<file path="config.mk">
export PLATFORM = sky130hd
export DESIGN_NAME = pixel_compositor_pipe
export DESIGN_NICKNAME = d
export VERILOG_FILES = /design/src/rtl/pixel_pkg.sv /design/src/rtl/obstacle_hit_encoder.sv /design/src/rtl/pixel_compositor_pipe.sv
export SDC_FILE = /design/constraint.sdc
export NUM_CORES = 1
export LEC_CHECK = 0
export ABC_AREA = 1
export CORE_ASPECT_RATIO = 0.5
export CORE_MARGIN = 2
export CORE_UTILIZATION = 39
export DETAILED_ROUTE_END_ITERATION = 8
export MAX_ROUTING_LAYER = met4
export PLACE_DENSITY = 0.59
export SKIP_LAST_GASP = 1
export SYNTH_ARGS = -nofsm -noshare
export SYNTH_HDL_FRONTEND = slang
export SYNTH_SLANG_ARGS = --single-unit
</file>
<file path="constraint.sdc">
create_clock -name sys_clk -period 30 [get_ports sys_clk]
set_input_delay 3 -clock sys_clk [delete_from_list [all_inputs] [get_ports sys_clk]]
set_output_delay 3 -clock sys_clk [all_outputs]
set_load 0.02 [all_outputs]
</file>
<file path="src/rtl/pixel_pkg.sv">
// Shared colour constants, default widths and layer identifiers for the pixel
// compositor pipeline.
package pixel_pkg;

    localparam int SCREEN_WIDTH_DEF = 10;
    localparam int PHY_WIDTH_DEF    = 14;
    localparam int PIXEL_WIDTH_DEF  = 12;

    localparam logic [11:0] BLACK       = 12'h000;
    localparam logic [11:0] TRANSPARENT = 12'hF0F;

    typedef enum logic [1:0] {
        LAYER_BG   = 2'd0,
        LAYER_MAP  = 2'd1,
        LAYER_OBS  = 2'd2,
        LAYER_CHAR = 2'd3
    } layer_e;

endpackage

</file>
<file path="src/rtl/obstacle_hit_encoder.sv">
// Per-channel obstacle rectangle test followed by a lowest-index priority
// encoder that picks the single obstacle fetched for the current pixel.
module obstacle_hit_encoder #(
    parameter int PHY_WIDTH       = 14,
    parameter int OBSTACLE_NUM    = 7,
    parameter int OBSTACLE_WIDTH  = 10,
    parameter int OBSTACLE_HEIGHT = 20,
    parameter int BLOCK_LEN_WIDTH = 4,
    parameter int OB_ID_W         = 3
) (
    input  logic [PHY_WIDTH-1:0]                    px,
    input  logic [PHY_WIDTH-1:0]                    py,
    input  logic [OBSTACLE_NUM*PHY_WIDTH-1:0]       obs_x,
    input  logic [OBSTACLE_NUM*PHY_WIDTH-1:0]       obs_y,
    input  logic [OBSTACLE_NUM*BLOCK_LEN_WIDTH-1:0] obs_len,
    output logic [OBSTACLE_NUM-1:0]                 hit,
    output logic                                    hit_valid,
    output logic [OB_ID_W-1:0]                      hit_id
);

    genvar gi;
    generate
        for (gi = 0; gi < OBSTACLE_NUM; gi++) begin : g_obs
            logic [PHY_WIDTH-1:0]       ox;
            logic [PHY_WIDTH-1:0]       oy;
            logic [BLOCK_LEN_WIDTH-1:0] len;
            logic [PHY_WIDTH:0]         x_hi;
            logic [PHY_WIDTH:0]         y_hi;

            assign ox  = obs_x[gi*PHY_WIDTH +: PHY_WIDTH];
            assign oy  = obs_y[gi*PHY_WIDTH +: PHY_WIDTH];
            assign len = obs_len[gi*BLOCK_LEN_WIDTH +: BLOCK_LEN_WIDTH];
            // One extra bit keeps the upper bounds from wrapping near the top of the space.
            assign x_hi = {1'b0, ox} + (PHY_WIDTH+1)'(32'(len) * 32'(OBSTACLE_WIDTH));
            assign y_hi = {1'b0, oy} + (PHY_WIDTH+1)'(OBSTACLE_HEIGHT);

            assign hit[gi] = (len != '0) && (px >= ox) && ({1'b0, px} < x_hi)
                             && (py >= oy) && ({1'b0, py} < y_hi);
        end
    endgenerate

    always_comb begin
        hit_valid = 1'b0;
        hit_id    = '0;
        for (int i = OBSTACLE_NUM - 1; i >= 0; i--) begin
            if (hit[i]) begin
                hit_valid = 1'b1;
                hit_id    = OB_ID_W'(i);
            end
        end
    end

endmodule

</file>
<file path="src/rtl/pixel_compositor_pipe.sv">
// Three-stage pixel compositor: hit test, ROM address issue, layer resolve,
// registered RGB out, with per-frame position shadows and collision flags.
module pixel_compositor_pipe #(
    parameter int              SCREEN_WIDTH    = 10,
    parameter int              PHY_WIDTH       = 14,
    parameter int              PIXEL_WIDTH     = 12,
    parameter int              CAMERA_WIDTH    = 5,
    parameter int              BLOCK_WIDTH     = 480,
    parameter int              OBSTACLE_NUM    = 7,
    parameter int              OBSTACLE_WIDTH  = 10,
    parameter int              OBSTACLE_HEIGHT = 20,
    parameter int              BLOCK_LEN_WIDTH = 4,
    parameter int              CHAR_WIDTH_X    = 42,
    parameter int              CHAR_WIDTH_Y    = 52,
    parameter int              MAP_X_OFFSET    = 120,
    parameter int              MAP_WIDTH_X     = 480,
    parameter int              WALL_WIDTH      = 10,
    parameter logic [11:0]     TRANSPARENT     = 12'hF0F,
    parameter int              OB_ID_W         = (OBSTACLE_NUM > 1) ? $clog2(OBSTACLE_NUM) : 1
) (
    input  logic                                    sys_clk,
    input  logic                                    sys_rst,
    input  logic                                    frame_start,
    input  logic                                    pix_valid,
    input  logic                                    video_on,
    input  logic [SCREEN_WIDTH-1:0]                 x,
    input  logic [SCREEN_WIDTH-1:0]                 y,
    input  logic [CAMERA_WIDTH-1:0]                 camera_y,
    input  logic [PHY_WIDTH-1:0]                    char_abs_x,
    input  logic [PHY_WIDTH-1:0]                    char_abs_y,
    input  logic [OBSTACLE_NUM*PHY_WIDTH-1:0]       obstacle_abs_pos_x,
    input  logic [OBSTACLE_NUM*PHY_WIDTH-1:0]       obstacle_abs_pos_y,
    input  logic [OBSTACLE_NUM*BLOCK_LEN_WIDTH-1:0] obstacle_block_width,
    output logic [SCREEN_WIDTH-1:0]                 char_x_rom,
    output logic [SCREEN_WIDTH-1:0]                 char_y_rom,
    output logic [SCREEN_WIDTH-1:0]                 obs_x_rom,
    output logic [SCREEN_WIDTH-1:0]                 obs_y_rom,
    output logic [OB_ID_W-1:0]                      obs_id,
    output logic [PHY_WIDTH-1:0]                    map_x,
    output logic [PHY_WIDTH-1:0]                    map_y,
    input  logic [PIXEL_WIDTH-1:0]                  char_rgb,
    input  logic [PIXEL_WIDTH-1:0]                  obs_rgb,
    input  logic [PIXEL_WIDTH-1:0]                  map_rgb,
    input  logic [PIXEL_WIDTH-1:0]                  bg_rgb,
    output logic [PIXEL_WIDTH-1:0]                  rgb,
    output logic                                    rgb_valid,
    output logic [OBSTACLE_NUM-1:0]                 collision_flags,
    output logic                                    collision_any
);
    import pixel_pkg::*;

    localparam logic [PHY_WIDTH:0]   MAP_LO = (PHY_WIDTH+1)'(MAP_X_OFFSET + WALL_WIDTH);
    localparam logic [PHY_WIDTH:0]   MAP_HI = (PHY_WIDTH+1)'(MAP_X_OFFSET + MAP_WIDTH_X - WALL_WIDTH);
    localparam logic [PHY_WIDTH-1:0] MAP_X0 = PHY_WIDTH'(MAP_X_OFFSET + WALL_WIDTH);
    localparam logic [PHY_WIDTH-1:0] WALL_Y = PHY_WIDTH'(WALL_WIDTH);

    logic [PHY_WIDTH-1:0]                    char_x_sh, char_y_sh, cam_off_sh;
    logic [OBSTACLE_NUM*PHY_WIDTH-1:0]       obs_x_sh, obs_y_sh;
    logic [OBSTACLE_NUM*BLOCK_LEN_WIDTH-1:0] obs_len_sh;
    logic [OBSTACLE_NUM-1:0]                 acc_reg, hit_now;

    logic [PHY_WIDTH-1:0] px, py, ay, win_ox, win_oy;
    logic [PHY_WIDTH-1:0] sh_ox [OBSTACLE_NUM];
    logic [PHY_WIDTH-1:0] sh_oy [OBSTACLE_NUM];
    logic [OBSTACLE_NUM-1:0] obs_hit;
    logic                    hit_valid, char_on0, map_on0, obs_on0;
    logic [OB_ID_W-1:0]      hit_id;

    logic s1_valid, s1_video, s1_char_on, s1_obs_on, s1_map_on;
    logic s2_valid, s2_video, s2_char_on, s2_obs_on, s2_map_on;
    logic [OB_ID_W-1:0]     s2_obs_id;
    logic                   char_opaque, obs_opaque;
    layer_e                 layer;
    logic [PIXEL_WIDTH-1:0] pix_out;

    genvar gi;
    generate
        for (gi = 0; gi < OBSTACLE_NUM; gi++) begin : g_unpack
            assign sh_ox[gi] = obs_x_sh[gi*PHY_WIDTH +: PHY_WIDTH];
            assign sh_oy[gi] = obs_y_sh[gi*PHY_WIDTH +: PHY_WIDTH];
        end
    endgenerate

    // Stage 0: absolute-coordinate layer tests against the frame shadows.
    assign px = PHY_WIDTH'(x);
    assign py = PHY_WIDTH'(y);
    assign ay = py + cam_off_sh;

    assign char_on0 = (px >= char_x_sh) && ({1'b0, px} < {1'b0, char_x_sh} + (PHY_WIDTH+1)'(CHAR_WIDTH_X))
                      && (ay >= char_y_sh) && ({1'b0, ay} < {1'b0, char_y_sh} + (PHY_WIDTH+1)'(CHAR_WIDTH_Y));
    assign map_on0  = ({1'b0, px} >= MAP_LO) && ({1'b0, px} < MAP_HI) && (py >= WALL_Y);

    obstacle_hit_encoder #(
        .PHY_WIDTH      (PHY_WIDTH),
        .OBSTACLE_NUM   (OBSTACLE_NUM),
        .OBSTACLE_WIDTH (OBSTACLE_WIDTH),
        .OBSTACLE_HEIGHT(OBSTACLE_HEIGHT),
        .BLOCK_LEN_WIDTH(BLOCK_LEN_WIDTH),
        .OB_ID_W        (OB_ID_W)
    ) u_hit (
        .px       (px),
        .py       (ay),
        .obs_x    (obs_x_sh),
        .obs_y    (obs_y_sh),
        .obs_len  (obs_len_sh),
        .hit      (obs_hit),
        .hit_valid(hit_valid),
        .hit_id   (hit_id)
    );

    assign obs_on0 = hit_valid & obs_hit[hit_id];
    assign win_ox  = sh_ox[hit_id];
    assign win_oy  = sh_oy[hit_id];

    // Stage 2: ROM data is valid now; resolve which layer is visible.
    assign char_opaque = s2_char_on && (char_rgb != PIXEL_WIDTH'(TRANSPARENT));
    assign obs_opaque  = s2_obs_on && (obs_rgb != PIXEL_WIDTH'(TRANSPARENT));

    always_comb begin
        layer = LAYER_BG;
        if (char_opaque)     layer = LAYER_CHAR;
        else if (obs_opaque) layer = LAYER_OBS;
        else if (s2_map_on)  layer = LAYER_MAP;
        case (layer)
            LAYER_CHAR: pix_out = char_rgb;
            LAYER_OBS:  pix_out = obs_rgb;
            LAYER_MAP:  pix_out = map_rgb;
            default:    pix_out = bg_rgb;
        endcase
        if (!s2_video) pix_out = PIXEL_WIDTH'(BLACK);
    end

    assign hit_now = (s2_valid && s2_video && char_opaque && obs_opaque)
                     ? (OBSTACLE_NUM'(1) << s2_obs_id) : '0;
    assign collision_any = |collision_flags;

    always_ff @(posedge sys_clk or posedge sys_rst) begin
        if (sys_rst) begin
            char_x_sh       <= '0;
            char_y_sh       <= '0;
            cam_off_sh      <= '0;
            obs_x_sh        <= '0;
            obs_y_sh        <= '0;
            obs_len_sh      <= '0;
            acc_reg         <= '0;
            collision_flags <= '0;
        end else if (frame_start) begin
            char_x_sh       <= char_abs_x;
            char_y_sh       <= char_abs_y;
            cam_off_sh      <= PHY_WIDTH'(32'(camera_y) * 32'(BLOCK_WIDTH));
            obs_x_sh        <= obstacle_abs_pos_x;
            obs_y_sh        <= obstacle_abs_pos_y;
            obs_len_sh      <= obstacle_block_width;
            collision_flags <= acc_reg | hit_now;
            acc_reg         <= '0;
        end else begin
            acc_reg         <= acc_reg | hit_now;
        end
    end

    always_ff @(posedge sys_clk or posedge sys_rst) begin
        if (sys_rst) begin
            char_x_rom <= '0;  char_y_rom <= '0;
            obs_x_rom  <= '0;  obs_y_rom  <= '0;
            obs_id     <= '0;
            map_x      <= '0;  map_y      <= '0;
            s1_valid   <= 1'b0; s1_video  <= 1'b0;
            s1_char_on <= 1'b0; s1_obs_on <= 1'b0; s1_map_on <= 1'b0;
            s2_valid   <= 1'b0; s2_video  <= 1'b0;
            s2_char_on <= 1'b0; s2_obs_on <= 1'b0; s2_map_on <= 1'b0;
            s2_obs_id  <= '0;
            rgb        <= '0;
            rgb_valid  <= 1'b0;
        end else begin
            char_x_rom <= SCREEN_WIDTH'(px - char_x_sh);
            char_y_rom <= SCREEN_WIDTH'(ay - char_y_sh);
            obs_x_rom  <= SCREEN_WIDTH'((px - win_ox) % PHY_WIDTH'(OBSTACLE_WIDTH));
            obs_y_rom  <= SCREEN_WIDTH'(ay - win_oy);
            obs_id     <= hit_id;
            map_x      <= px - MAP_X0;
            map_y      <= ay - WALL_Y;
            s1_valid   <= pix_valid;
            s1_video   <= video_on;
            s1_char_on <= char_on0;
            s1_obs_on  <= obs_on0;
            s1_map_on  <= map_on0;

            s2_valid   <= s1_valid;
            s2_video   <= s1_video;
            s2_char_on <= s1_char_on;
            s2_obs_on  <= s1_obs_on;
            s2_map_on  <= s1_map_on;
            s2_obs_id  <= obs_id;

            rgb_valid  <= s2_valid;
            if (s2_valid) rgb <= pix_out;
        end
    end

endmodule

</file>
==> results.sh <==
export IMPL_status="completed"
export IMPL_synth_edff_count=0
export IMPL_crit_fanout=72
export IMPL_worstMarginPinSlew_ns=1.27
export IMPL_clock_sinks=369
export IMPL_reg2reg_depth=79
export IMPL_min_from="s1_valid$_DFF_PP0_"
export IMPL_power_density_nw_per_um2=97.6
export IMPL_drt_iter0_drc=1955
export IMPL_drt_wirelength_per_cell_um=18.9
export IMPL_maxSlewViolCount=0
export IMPL_die_y_um=205
export IMPL_overflow=0
export IMPL_place_area_um2=36900
export IMPL_postSynth_asyncResetShare_pct=100
export IMPL_clk_pin_slew_ns=0.07
export IMPL_via_per_inst=5.21
export IMPL_syn_inst=4111
export IMPL_ys_seq_area_share_pct=29.3
export IMPL_hold_viol_final=0
export IMPL_min_to="s2_valid$_DFF_PP0_"
export IMPL_fin_util_pct=48.1
export IMPL_grt_setup_unrepaired="false"
export IMPL_dieArea_um2=83100
export IMPL_cts_tree="yes"
export IMPL_fmax_mhz=70.5
export IMPL_area_growth_pct=21.9
export IMPL_tns_ns=0
export IMPL_synthTopCellsByCount="nand2_1, ha_1, inv_1"
export IMPL_start_util_pct=39.5
export IMPL_post_cts_setup_buffers=0
export IMPL_grt_max_degree=143
export IMPL_period_needed_ns=14.18
export IMPL_postCtsHoldBufs=0
export IMPL_cts_path_max_buffers=3
export IMPL_setup_violations=0
export IMPL_grt_pass1_vias=28900
export IMPL_num_nets_final=5356
export IMPL_antenna_left=0
export IMPL_crit_top_cell="nand2_2"
export IMPL_cts_resized=0
export IMPL_period_share_pct=47.3
export IMPL_critPathMaxStageDelay_ns=0.60
export IMPL_yosysTopAreaCell="dfrtp_1"
export IMPL_track_usage_pct=26.2
export IMPL_first_pass_iters=6
export IMPL_yosys_cell_count_top_type="nand2_1"
export IMPL_gp_congestion=0.930
export IMPL_ys_types=56
export IMPL_path_class="in -> reg"
export IMPL_fp_dieW_um=406
export IMPL_slew_headroom_pct=14.9
export IMPL_io_pins=422
export IMPL_antenna_found_initial=10
export IMPL_vias=29400
export IMPL_fillers=7894
export IMPL_whs_path_depth=0
export IMPL_critPathLaunchType="primary input"
export IMPL_synth_warning_count=0
export IMPL_r2r_start="obs_len_sh[13]$_DFFE_PP0P_"
export IMPL_cp_required_ns=30.54
export IMPL_r2r_end="obs_x_rom[9]$_DFF_PP0_"
export IMPL_h_tree_depth=2
export IMPL_synthTopCellsByArea="dfrtp_1, ha_1, nand2_1"
export IMPL_holdWs_ns=0.351
export IMPL_root_buffer="clkbuf_16"
export IMPL_dp_slack_ns=15.33
export IMPL_fp_row_count=73
export IMPL_top_regs="obs_x_sh: 98 flops, obs_y_sh: 98 flops, obs_len_sh: 28 flops"
export IMPL_drive_above_1_share_pct=5.24
export IMPL_hold_class="reg -> reg"
export IMPL_clock_latency_ns=0.62
export IMPL_cp_end_kind="register"
export IMPL_critPathArrivalTime_ns=14.73
export IMPL_fin_skew_ns=0.0424
export IMPL_wl_mm=106
export IMPL_netlist_area_um2=31500
export IMPL_remaining_drc_errors=0
export IMPL_port_buffers=421
export IMPL_synthFlopType="dfrtp_1"
export IMPL_post_dp_hpwl_mm=82.9
export IMPL_peakVddDrop_mv=0.227
export IMPL_cp_slowest_cell="buf_4"
export IMPL_syn_area_per_cell_um2=7.65
export IMPL_maxCapViolCount=0
export IMPL_cts_made_buffers=40
export IMPL_core_area_um2=79600
export IMPL_yosys_area_top_type_share_pct=29.3
export IMPL_leakage_nw=18.9
export IMPL_fin_area_um2=38300
export IMPL_setup_ws_ns=15.82
export IMPL_ys_ff_latch=369
export IMPL_rrSetupSlack_ns=18.09
export IMPL_grt_pass1_wl_mm=164
-- cell usage in the layout (no fill, tap or decap), types with 27 or more instances in the layout --
cell             Yosys  layout
xnor2_1             29      27
nand4_1             68      68
clkbuf_16            0      40
inv_1              482     481
nand3_1            204     204
nor2_1             183     183
clkdlybuf4s50_1      0     420
buf_4                3      27
nor3_1              55      55
nand2_2             35      35
nand2_1            926     926
a21oi_1            297     297
dfrtp_1            369     369
o21ai_0            397     397
xor2_1             168     167
ha_1               490     490
inv_2               44      44
-- logic make-up after synthesis --
kind of cell	count (synthesis)	synth area share, %
AO/OA/AOI/OAI	834	14.4
XOR/XNOR	197	5.48
adder cells (fa/ha/maj)	516	21.1
buffers and inverters	626	7.51
flip-flops	369	29.3
other	1	0.0119
AND/OR/NAND/NOR	1568	22.1
-- layer usage --
metal  routed length [um]  global-route usage, %  vias up
li1                     -                      -    14600
met1                49300                   34.7    14000
met2                49600                   42.5      637
met3                 4620                   2.91      155
met4                 2780                   7.67        0
met5                    0                      -        -
-- how the worst max path moves through the flow --
stage	startpoint	end	slack, ns	cells after the start
final	y[5]	obs_x_rom[9]$_DFF_PP0_	15.82	80
after global routing	y[5]	obs_x_rom[3]$_DFF_PP0_	14.64	87
after CTS	y[5]	obs_x_rom[9]$_DFF_PP0_	15.96	80
after detailed placement	y[5]	obs_x_rom[5]$_DFF_PP0_	15.33	80
after global placement	y[5]	obs_x_rom[9]$_DFF_PP0_	15.82	82
after floorplan	sys_rst	acc_reg[0]$_DFF_PP0_	16.75	1
-- area by class of cell --
| class | instances | area (um^2) | area share [%] |
|---|---|---|---|
| flip-flops and latches | 369 | 9230 | 24.1 |
| inverters | 533 | 2010 | 5.24 |
| clock buffers | 54 | 1120 | 2.93 |
| multi-input cells | 3118 | 19900 | 51.9 |
| well taps | 1087 | 1360 | 3.55 |
| diodes | 6 | 15.0 | 0.0392 |
| repair buffers | 448 | 4420 | 11.5 |
| clock inverters | 20 | 275 | 0.718 |
-- power breakdown --
part           leakage [nW]  switching (W)  total (W)  internal, W
logic                  13.7        0.00166    0.00256     0.000903
clock network         0.675       0.000237   0.000547     0.000310
registers              4.51      0.0000505   0.000632     0.000581
total                  18.9        0.00195    0.00374      0.00179
-- worst max-delay path: cells and delay by family --
family,cells,cell delay [ns]
AOI/OAI and AO/OA,15,2.54
adders and majority gates,5,1.59
and+or+nand+nor,45,4.04
xor gates and xnor gates,2,0.77
buffers and inverters,13,2.74
-- through the flow --
| step | power (W) | std cells |
|---|---|---|
| after floorplan | 0.00259 | 4113 |
| after global placement | 0.00308 | 5555 |
| after detailed placement | 0.00319 | 5555 |
| after CTS | 0.00375 | 5629 |
| after global routing | 0.00413 | 5635 |
| final | 0.00374 | 5635 |
Note: power is estimated with default switching activity, not from simulation.
